--- src/rtl/pipe_pkg.sv ---
// Shared definitions for the core's pipeline stage registers.
//   pipe_state_t : occupancy state of one pipe_stage_reg instance
//   *_W          : payload width of each inter-stage register
//   NOP_INSTR    : instruction encoding used to build bubble payloads
package pipe_pkg;

   typedef enum logic [1:0] {
      EMPTY = 2'd0,
      FULL  = 2'd1,
      SKID  = 2'd2
   } pipe_state_t;

   localparam int IF_ID_W  = 64;   // {next_pc, instruction}
   localparam int ID_EX_W  = 128;
   localparam int EX_MEM_W = 104;
   localparam int MEM_WB_W = 72;

   localparam logic [31:0] NOP_INSTR = 32'h0000_0000;

   localparam logic [IF_ID_W-1:0] IF_ID_BUBBLE = {32'h0000_0000, NOP_INSTR};

endpackage

--- src/rtl/pipe_slot.sv ---
// One payload slot of a pipeline stage: WIDTH-bit register plus valid bit.
// Ports:
//   clk, reset_n : clock, asynchronous active-low reset (slot -> BUBBLE, invalid)
//   clear        : load BUBBLE and mark invalid (wins over load)
//   load         : capture d and mark valid
//   d            : payload in
//   q, valid     : held payload and its valid bit
module pipe_slot #(
   parameter int               WIDTH  = 64,
   parameter logic [WIDTH-1:0] BUBBLE = '0
) (
   input  logic             clk,
   input  logic             reset_n,
   input  logic             clear,
   input  logic             load,
   input  logic [WIDTH-1:0] d,
   output logic [WIDTH-1:0] q,
   output logic             valid
);

   always_ff @(posedge clk or negedge reset_n) begin
      if (!reset_n) begin
         q     <= BUBBLE;
         valid <= 1'b0;
      end else if (clear) begin
         q     <= BUBBLE;
         valid <= 1'b0;
      end else if (load) begin
         q     <= d;
         valid <= 1'b1;
      end
   end

endmodule

--- src/rtl/pipe_stage_reg.sv ---
// Reusable valid/ready pipeline stage register (IF/ID, ID/EX, EX/MEM, MEM/WB).
// Build option: define PIPE_REG_SKID_EN for a 2-entry skid buffer with a
// registered in_ready; otherwise single slot with combinational in_ready.
// Ports:
//   clk, reset_n          : clock, asynchronous active-low reset
//   flush                 : synchronous flush, drops held and incoming entries
//   in_valid/in_ready/in_data    : upstream handshake
//   out_valid/out_ready/out_data : downstream handshake (out_ready = 0 stalls)
//   occupancy             : held entries, 0..2
//
// state | meaning
// EMPTY | nothing held, out_data = BUBBLE
// FULL  | main slot valid
// SKID  | main and skid slots valid, in_ready = 0 (skid build only)
module pipe_stage_reg
   import pipe_pkg::*;
#(
   parameter int               WIDTH  = 64,
   parameter logic [WIDTH-1:0] BUBBLE = {WIDTH{1'b0}}
) (
   input  logic             clk,
   input  logic             reset_n,
   input  logic             flush,
   input  logic             in_valid,
   output logic             in_ready,
   input  logic [WIDTH-1:0] in_data,
   output logic             out_valid,
   input  logic             out_ready,
   output logic [WIDTH-1:0] out_data,
   output logic [1:0]       occupancy
);

   pipe_state_t      state, state_nxt;
   logic             accept, consume;
   logic             main_load, main_clear, main_v;
   logic [WIDTH-1:0] main_d;

`ifdef PIPE_REG_SKID_EN
   logic             skid_load, skid_clear, skid_v;
   logic [WIDTH-1:0] skid_q;
   logic             in_ready_q;
`endif

   assign accept  = in_valid & in_ready;
   assign consume = main_v & out_ready;

   always_comb begin
      state_nxt  = state;
      main_load  = 1'b0;
      main_clear = 1'b0;
      main_d     = in_data;
`ifdef PIPE_REG_SKID_EN
      skid_load  = 1'b0;
      skid_clear = 1'b0;
`endif
      if (flush) begin
         state_nxt  = EMPTY;
         main_clear = 1'b1;
`ifdef PIPE_REG_SKID_EN
         skid_clear = 1'b1;
`endif
      end else begin
         case (state)
            EMPTY: begin
               if (accept) begin
                  main_load = 1'b1;
                  state_nxt = FULL;
               end
            end
            FULL: begin
               if (accept && consume) begin
                  main_load = 1'b1;
               end else if (consume) begin
                  main_clear = 1'b1;
                  state_nxt  = EMPTY;
               end
`ifdef PIPE_REG_SKID_EN
               else if (accept) begin
                  skid_load = 1'b1;
                  state_nxt = SKID;
               end
`endif
            end
`ifdef PIPE_REG_SKID_EN
            SKID: begin
               // in_ready is low here, so only the skid-to-main move can occur
               if (consume) begin
                  main_load  = 1'b1;
                  main_d     = skid_q;
                  skid_clear = 1'b1;
                  state_nxt  = FULL;
               end
            end
`endif
            default: begin
               state_nxt  = EMPTY;
               main_clear = 1'b1;
            end
         endcase
      end
   end

   always_ff @(posedge clk or negedge reset_n) begin
      if (!reset_n) begin
         state <= EMPTY;
      end else begin
         state <= state_nxt;
      end
   end

   pipe_slot #(.WIDTH(WIDTH), .BUBBLE(BUBBLE)) u_main_slot (
      .clk     (clk),
      .reset_n (reset_n),
      .clear   (main_clear),
      .load    (main_load),
      .d       (main_d),
      .q       (out_data),
      .valid   (main_v)
   );

   assign out_valid = main_v;

`ifdef PIPE_REG_SKID_EN
   pipe_slot #(.WIDTH(WIDTH), .BUBBLE(BUBBLE)) u_skid_slot (
      .clk     (clk),
      .reset_n (reset_n),
      .clear   (skid_clear),
      .load    (skid_load),
      .d       (in_data),
      .q       (skid_q),
      .valid   (skid_v)
   );

   // Registered ready breaks the out_ready -> in_ready combinational path;
   // the skid slot absorbs the one entry accepted while this lags a stall.
   always_ff @(posedge clk or negedge reset_n) begin
      if (!reset_n) begin
         in_ready_q <= 1'b1;
      end else begin
         in_ready_q <= (state_nxt != SKID);
      end
   end

   assign in_ready  = in_ready_q;
   assign occupancy = {1'b0, main_v} + {1'b0, skid_v};
`else
   assign in_ready  = !main_v | out_ready;
   assign occupancy = {1'b0, main_v};
`endif

endmodule

--- config.mk ---
export PLATFORM = sky130hd
export DESIGN_NAME = pipe_stage_reg
export DESIGN_NICKNAME = d
export VERILOG_FILES = /design/src/rtl/pipe_pkg.sv /design/src/rtl/pipe_slot.sv /design/src/rtl/pipe_stage_reg.sv
export SDC_FILE = /design/constraint.sdc
export NUM_CORES = 1
export LEC_CHECK = 0
export ABC_CLOCK_PERIOD_IN_PS = 1400
export BUFFER_PORTS_ARGS = -buffer_cell sky130_fd_sc_hd__buf_4
export CORE_MARGIN = 2
export CORE_UTILIZATION = 35
export CTS_CLUSTER_DIAMETER = 40
export CTS_CLUSTER_SIZE = 24
export DETAILED_ROUTE_END_ITERATION = 10
export GPL_TIMING_DRIVEN = 1
export PLACE_DENSITY = 0.64
export SYNTH_ARGS = -nofsm -noshare
export SYNTH_HDL_FRONTEND = slang
export SYNTH_HIERARCHICAL = 1
export SYNTH_SLANG_ARGS = --single-unit
--- constraint.sdc ---
create_clock -name clk -period 1.4 [get_ports clk]
set_input_delay 0.07 -clock clk [delete_from_list [all_inputs] [get_ports clk]]
set_output_delay 0.07 -clock clk [all_outputs]
set_load 0.05 [all_outputs]
Yosys cells after proc, flatten, opt, wreduce, memory -nomap -nowiden

Index checks and enable logic that the tools add are counted.

Flip-flop bits (word level): 67
Latch bits: 0
RAM bits: 0
Memory bits (read-only): 0
Bits of input ports: 69
Memories kept: 0

$add $sub $neg: 0
$mul: 0
Divide/modulo/power cells: 0
$lt $le $gt $ge: 0
Eq/ne operators: 4
Shift operators: 0
Mux-type cells: 17
Bitwise operators: 3
Reduce and logical (&&, ||, !) cells: 5

Operators by type and width:

| cell                 | count |
|---|---|
| $mux W64             | 2 |
| $ne A3 B3 Y1 const B | 3 |
| $mux W1              | 8 |
| $mux W2              | 4 |
| $pmux W1 S2          | 2 |
| $pmux W2 S2          | 1 |
| $reduce_and A3 Y1    | 1 |
| $and A1 B1 Y1        | 2 |
| $eq A2 B1 Y1 const B | 1 |
| $logic_not A2 Y1     | 1 |
| $reduce_bool A2 Y1   | 1 |
| $logic_and A1 B1 Y1  | 1 |
| $logic_not A1 Y1     | 1 |
| $or A1 B1 Y1         | 1 |

Longest topological paths before layout

Gate-level depths: netlist of run 1.

Depth in word-level cells: 9
Depth in mapped cells: 7
Mapped depth without buffers: 5

By module

The synthesis of run 1 kept the hierarchy.

By module, submodules not included:

| module         | times used | cells each | area an instance (µm²) | sequential area each (µm²) |
|---|---|---|---|---|
| pipe_slot      | 1          | 209        | 2,636.3                | 1,626.6 |
| pipe_stage_reg | 1          | 12         | 100.1                  | 25.0 |

Worst setup path after synthesis of run 1

Ideal clock, no wire load.

Path kind: register to register
From: reg u_main_slot.valid
To: reg u_main_slot.q[11]
Library setup time: 132 ps
Arrival: 1,653 ps
Required time: 1,268 ps
Setup slack: -385 ps
Cell stages (with the launch flop): 8
Buffers on the path: 2
Clock period less this slack: 1,785 ps
Path through: dfrtp_1 nand2_1 o21ai_1 and3b_1 buf_6 buf_8 mux2i_1 nor2_1

Cells in the longest elaborated chain, start to end: 8
Elaborated cells on any way between the ends: 15
Classes of those cells: mux (9); bitwise (3); reduce/logical (3)

Ends and longest elaborated chain:

| item                           | RTL line              | text |
|---|---|---|
| from (decl)                    | pipe_slot.sv:18       | `output logic valid` |
| from (signal assigned)         | pipe_slot.sv:24       | `valid <= 1'b0;` |
| from (signal assigned)         | pipe_slot.sv:27       | `valid <= 1'b0;` |
| from (signal assigned)         | pipe_slot.sv:30       | `valid <= 1'b1;` |
| $logic_not A1 Y1               | pipe_stage_reg.sv:147 | `assign in_ready = !main_v \| out_ready;` |
| $or A1 B1 Y1                   | pipe_stage_reg.sv:147 |  |
| $and A1 B1 Y1                  | pipe_stage_reg.sv:44  | `assign accept = in_valid & in_ready;` |
| $logic_and A1 B1 Y1            | pipe_stage_reg.sv:71  | `if (accept && consume) begin` |
| $mux W1                        | pipe_stage_reg.sv:71  |  |
| $pmux W1 S2 *                  | pipe_stage_reg.sv:63  | `case (state)` |
| $mux W1 *                      | pipe_stage_reg.sv:56  | `if (flush) begin` |
| via main_load                  | pipe_stage_reg.sv:35  | `logic main_load, main_clear, main_v;` |
| $reduce_bool A2 Y1 (no line) * | -                     |  |
| to (signal assigned)           | pipe_slot.sv:23       | `q <= BUBBLE;` |
| to (signal assigned)           | pipe_slot.sv:26       | `q <= BUBBLE;` |
| to (signal assigned)           | pipe_slot.sv:29       | `q <= d;` |
| to (decl)                      | pipe_slot.sv:17       | `output logic [WIDTH-1:0] q,` |

The timed path passes the listed nets; every way through them passes the cells marked *.
A chain may end at the register's enable or synchronous reset.

Worst setup path in the final report of run 1

From: reg state[0]
To: reg u_main_slot.q[27]

Cells in the longest elaborated chain, start to end: 4
Elaborated cells on any way between the ends: 8
Classes of those cells: eq/ne (1); mux (5); reduce/logical (2)

Ends and longest elaborated chain:

| item                                             | RTL line              | text |
|---|---|---|
| from (decl)                                      | pipe_stage_reg.sv:33  | `pipe_state_t state, state_nxt;` |
| from (signal assigned)                           | pipe_stage_reg.sv:107 | `state <= state_nxt;` |
| $eq A2 B1 Y1 or $logic_not A2 Y1 (tied branches) | pipe_stage_reg.sv:63  |  |
| $pmux W1 S2 *                                    | pipe_stage_reg.sv:63  |  |
| $mux W1 *                                        | pipe_stage_reg.sv:56  |  |
| via main_load                                    | pipe_stage_reg.sv:35  |  |
| $reduce_bool A2 Y1 (no line) *                   | -                     |  |

Marks and branches as above.

==> impl_metrics.env, run 1 <==
export IMPL_num_antenna_cells=0
export IMPL_worstPathArrival_ps=1700
export IMPL_fin_cells=539
export IMPL_initial_utilization_pct=35.78
export IMPL_reg2reg_to="u_main_slot/q[27]"
export IMPL_htree_levels=3
export IMPL_die_x_um=92.42
export IMPL_cp_max_fo=8
export IMPL_setup_viol=56
export IMPL_ys_seq_area_share_pct=60.36
export IMPL_dp_cells=453
export IMPL_cts_tree="done"
export IMPL_cp_required_ps=1610
export IMPL_r2r_cells=6
export IMPL_crit_type="reg2reg"
export IMPL_rsz0062_at_grt="yes"
export IMPL_critPathLaunchType="flop"
export IMPL_drcViolationCount=0
export IMPL_dp_slack_ps=-9.629
export IMPL_rows=32
export IMPL_first_pass_iters=4
export IMPL_final_common_cell="buf_4"
export IMPL_peakVddDrop_mv=0.5065
export IMPL_grt_pass1_wl_um=11360
export IMPL_grt_max_degree=25
export IMPL_drive_gt1_share_pct=41.42
export IMPL_reg2reg_slack_ps=-90
export IMPL_via_per_inst=4.497
export IMPL_layout_setup_ws_ps=-86.88
export IMPL_insertion_delay_ps=330
export IMPL_violations="negative setup slack"
export IMPL_wl_per_cell_um=14.28
export IMPL_placed_area_um2=3920
export IMPL_fin_crit_ps=1487
export IMPL_post_route_period_util_pct=106.2
export IMPL_hold_ws_ps=14.54
export IMPL_nNetsFinal=501
export IMPL_numPortBuffers=135
export IMPL_num_vias=2424
export IMPL_postLayoutCellArea_um2=4902
export IMPL_r2r_start="state[0]"
export IMPL_grt_pass1_vias=2398
export IMPL_die_h_um=92.42
export IMPL_clock_skew_ps=7.288
export IMPL_end_kind="flop"
export IMPL_core_um2=7647
export IMPL_hpwl_um=4596
export IMPL_synthesis_area_um2=2736
export IMPL_drv_cap=0
export IMPL_avgSynthCellArea_um2=12.38
export IMPL_grt_usage_pct=16.72
export IMPL_synth_seq_cells=66
export IMPL_hold_viol=0
export IMPL_yosysWarningCount=6
export IMPL_grt_overflow=0
export IMPL_status="finished with violations"
export IMPL_antenna_found_initial=0
export IMPL_globalplace_congestion=0.7020
export IMPL_fmax_ghz=0.6726
export IMPL_pin_count=137
export IMPL_drtIter0Drc=85
export IMPL_synth_cell_types=17
export IMPL_crit_start="state[0]"
export IMPL_leakage_nw=2.410
export IMPL_fin_util_pct=64.10
export IMPL_root_buffer="clkbuf_8"
export IMPL_ant_nets=0
export IMPL_area_growth_pct=79.15
export IMPL_endpoint="u_main_slot/q[27]"
export IMPL_layout_common_cells="buf_4, nor2_1, dfrtp_1"
export IMPL_numCtsBuffers=9
export IMPL_synth_nets=290
export IMPL_clkTransAtPathRegs_ps=70
export IMPL_clockBufferDepth=2
export IMPL_cts_sinks=66
export IMPL_power_density_nw_per_um2=978.5
export IMPL_hp_class="in2reg"
export IMPL_dieArea_um2=8541
export IMPL_p_total_mw=4.797
export IMPL_tns_ps=-2190
export IMPL_synthCells=221
export IMPL_wl_um=7699
export IMPL_report_final_slew_viol_count=0
kinds of logic after synthesis:
| kind of cell | synth area share, % |
|---|---|
| buffers and inverters | 4.984 |
| flip-flops | 60.36 |
| other | 0.1370 |
| multiplexers | 23.41 |
| AO/OA/AOI/OAI | 0.7773 |
| AND/OR/NAND/NOR | 10.33 |
how the worst min path moves through the flow:
stage | start | end | slack, ps | cells past startpoint
floorplan | reset_n | state[0] | -230 | 0
finish | in_data[39] | u_main_slot/q[39] | 10 | 3
detailed placement | reset_n | u_main_slot/q[16] | -10 | 1
global placement | reset_n | u_main_slot/q[16] | -10 | 1
global route | in_data[49] | u_main_slot/q[49] | 20 | 3
CTS | in_data[29] | u_main_slot/q[29] | 4 | 3
what timing repair did:
item                                    CTS  global route
endpoints found under the hold margin   124             0
pin swaps                                 0             3
hold buffers                             59             0
endpoints found under the setup margin   15            64
gates resized for setup                   0             7
setup buffers                             1             4
cloned                                    0             6
layout make-up:
class / instances / area, µm²
fill: 612 / 2745
timing repair buffer: 216 / 1968
sequential: 66 / 1653
multi-input combinational: 139 / 974.7
clock buffer: 13 / 138.9
tap: 102 / 127.6
clock inverter: 3 / 40.04
state kept, by name, indices dropped and copies added, names as in the netlist:
name,count
state,1
u_main_slot/q,64
u_main_slot/valid,1
worst max-delay path, stage by stage (launching register included):
cell,delay [ps]
dfrtp_1,400
o21ai_1,140
and3b_4,240
buf_12,160
clkbuf_16,160
mux2i_1,210
nor2_1,70
routing by layer:
metal	track usage, %	share of wire [%]	vias to the layer above
met1	21.44	43	1162
met4	7.338	1.8	0
met3	3.417	5.4	14
met5	0	0	-
met2	27.43	50	95
li1	-	-	1153
where the power goes:
group          internal (mW)  leakage [nW]  switching (mW)
registers               2.00         0.901          0.0547
clock network          0.821        0.0914           0.678
logic                  0.583          1.42           0.663
synth_stat cells:
| master | instances | area share [%] |
|---|---|---|
| and3b_1 | 1 | 0.32 |
| a21oi_2 | 1 | 0.32 |
| buf_4 | 3 | 0.82 |
| nor3_2 | 1 | 0.37 |
| nor2_1 | 66 | 9.1 |
| nand2_1 | 1 | 0.14 |
| buf_2 | 1 | 0.18 |
| o21ai_1 | 1 | 0.18 |
| a21o_1 | 1 | 0.27 |
| clkbuf_1 | 6 | 0.82 |
| mux2i_1 | 64 | 23 |
| nand2b_1 | 1 | 0.23 |
| dfrtp_1 | 66 | 60 |
| nor2_2 | 1 | 0.23 |
| conb_1 | 1 | 0.14 |
| buf_8 | 5 | 2.7 |
| buf_6 | 1 | 0.41 |
(Power assumes the default switching activity.)
==> run 2, diff against run 1 <==
--- a/config.mk
+++ b/config.mk
@@ -13,7 +13,7 @@
 export CTS_CLUSTER_SIZE = 24
 export DETAILED_ROUTE_END_ITERATION = 10
 export GPL_TIMING_DRIVEN = 1
-export PLACE_DENSITY = 0.64
+export PLACE_DENSITY = 0.66
 export SYNTH_ARGS = -nofsm -noshare
 export SYNTH_HDL_FRONTEND = slang
 export SYNTH_HIERARCHICAL = 1
==> impl_metrics.env, run 2 (synthesis results as in run 1) <==
export IMPL_layout_setup_ws_ps=-73.34
export IMPL_insertion_delay_ps=330
export IMPL_end_kind="flop"
export IMPL_critPathSlowestCell="dfrtp_2"
export IMPL_grt_usage_pct=16.65
export IMPL_drive_gt1_share_pct=40.87
export IMPL_n_fill_cell=620
export IMPL_root_buffer="clkbuf_8"
export IMPL_r2r_start="u_main_slot/valid"
export IMPL_max_stage_delay_ps=430
export IMPL_crit_family="flip-flops"
export IMPL_htree_levels=3
export IMPL_grt_max_degree=36
export IMPL_multi_input_area_um2=979.7
export IMPL_area_growth_pct=80.02
export IMPL_largest_reg_flops=64
export IMPL_antenna_found_initial=0
export IMPL_rsz0062_at_grt="yes"
export IMPL_first_pass_iters=4
export IMPL_drv_cap=0
export IMPL_power_density_nw_per_um2=944.0
export IMPL_status="finished with violations"
export IMPL_leakage_nw=2.414
export IMPL_rows=32
export IMPL_num_antenna_cells=0
export IMPL_cts_tree="done"
export IMPL_fmax_ghz=0.6787
export IMPL_p_total_mw=4.650
export IMPL_via_per_inst=4.478
export IMPL_pin_count=137
export IMPL_crit_buf_inv=2
export IMPL_core_um2=7647
export IMPL_die_h_um=92.42
export IMPL_drtIter0Drc=77
export IMPL_crit_type="reg2reg"
export IMPL_cts_sinks=66
export IMPL_drcViolationCount=0
export IMPL_crit_start="u_main_slot/valid"
export IMPL_dieArea_um2=8541
export IMPL_worstPathArrival_ps=1680
export IMPL_fin_crit_ps=1473
export IMPL_layout_common_cells="buf_4, nor2_1, dfrtp_1"
export IMPL_initial_utilization_pct=35.78
export IMPL_nNetsFinal=502
export IMPL_globalplace_congestion=0.7170
export IMPL_top_register="u_main_slot/q"
export IMPL_setup_viol=61
export IMPL_cp_max_fo=5
export IMPL_grt_pass1_wl_um=11420
export IMPL_hp_class="in2reg"
export IMPL_peakVddDrop_mv=0.4985
export IMPL_numPortBuffers=135
export IMPL_cp_cell_sequence="o21ai_2 > and3b_4 > buf_4 > clkbuf_16 > mux2i_1 > nor2_1"
export IMPL_dp_slack_ps=-38.70
export IMPL_fin_util_pct=64.41
export IMPL_report_final_slew_viol_count=0
export IMPL_wl_um=7802
export IMPL_post_route_period_util_pct=105.2
export IMPL_dp_cells=451
export IMPL_hpwl_um=4555
export IMPL_fin_cells=540
export IMPL_grt_pass1_vias=2467
export IMPL_clockBufferDepth=2
export IMPL_hold_ws_ps=17.49
export IMPL_hold_start="in_data[16]"
export IMPL_critPathLaunchType="flop"
export IMPL_hold_viol=0
export IMPL_die_x_um=92.42
export IMPL_seq_area_um2=1653
export IMPL_reg_top3="u_main_slot/q (64), state (1), u_main_slot/valid (1)"
export IMPL_wl_per_cell_um=14.45
export IMPL_final_common_cell="buf_4"
export IMPL_grt_overflow=0
export IMPL_violations="negative setup slack"
export IMPL_cp_required_ps=1610
export IMPL_clock_skew_ps=7.821
export IMPL_clkTransAtPathRegs_ps=70
export IMPL_num_vias=2418
export IMPL_ant_nets=0
export IMPL_numCtsBuffers=9
-- run 2: timing repair --
action,4_1_cts,5_1_grt
buffers inserted,0,2
resized for setup,0,5
pin swaps,0,11
cloned,0,9
hold endpoints to repair,92,0
setup endpoints to repair,32,64
hold buffers,62,0
-- run 2: routing by layer --
| metal | vias up | part of all wire, % | global-route usage [%] |
|---|---|---|---|
| li1 | 1148 | - | - |
| met4 | 0 | 1.1 | 6.841 |
| met3 | 10 | 5.3 | 3.336 |
| met1 | 1181 | 42 | 20.05 |
| met5 | - | 0 | 0 |
| met2 | 79 | 51 | 29.08 |
-- run 2: worst register-to-register path: cells and delay by family (launching register included) --
family / cells / cell delay, ps
compound gates: 1 / 110
mux: 1 / 210
buf+inv: 2 / 300
flops: 1 / 430
simple gates: 2 / 310
-- run 2: power breakdown --
| part | internal (mW) | switching (mW) | leakage [nW] | total [mW] |
|---|---|---|---|---|
| registers | 2.00 | 0.0537 | 0.901 | 2.05 |
| clock network | 0.684 | 0.651 | 0.0872 | 1.34 |
| logic | 0.593 | 0.670 | 1.43 | 1.26 |
-- run 2: path summary, 6_finish.rpt --
kind | to | slack, ps | depth (start not counted)
worst min register to register | u_main_slot/q[4] | 520 | 2
worst min-delay path | u_main_slot/q[16] | 20 | 3
worst max register to register | u_main_slot/q[34] | -70 | 6
worst max-delay path | u_main_slot/q[34] | -70 | 6
max in group asynchronous | u_main_slot/valid | 630 | 3
min in group asynchronous | u_main_slot/q[5] | 230 | 2
-- run 2: through the flow --
stage / area [µm²] / setup TNS [ps]
after floorplan: 2740 / -9144
after global placement: 3892 / 0
after detailed placement: 3892 / -301.0
after CTS: 4677 / -524.8
after global routing: 4926 / -6422
final: 4926 / -1772
-- run 2: final cells by class --
class                   instances  area share [%]
flip-flops and latches         66           33.55
well taps                     102           2.591
repair buffers                217           40.64
clock inverters                 3          0.3048
multi-input cells             139           19.89
clock buffers                  13           3.023
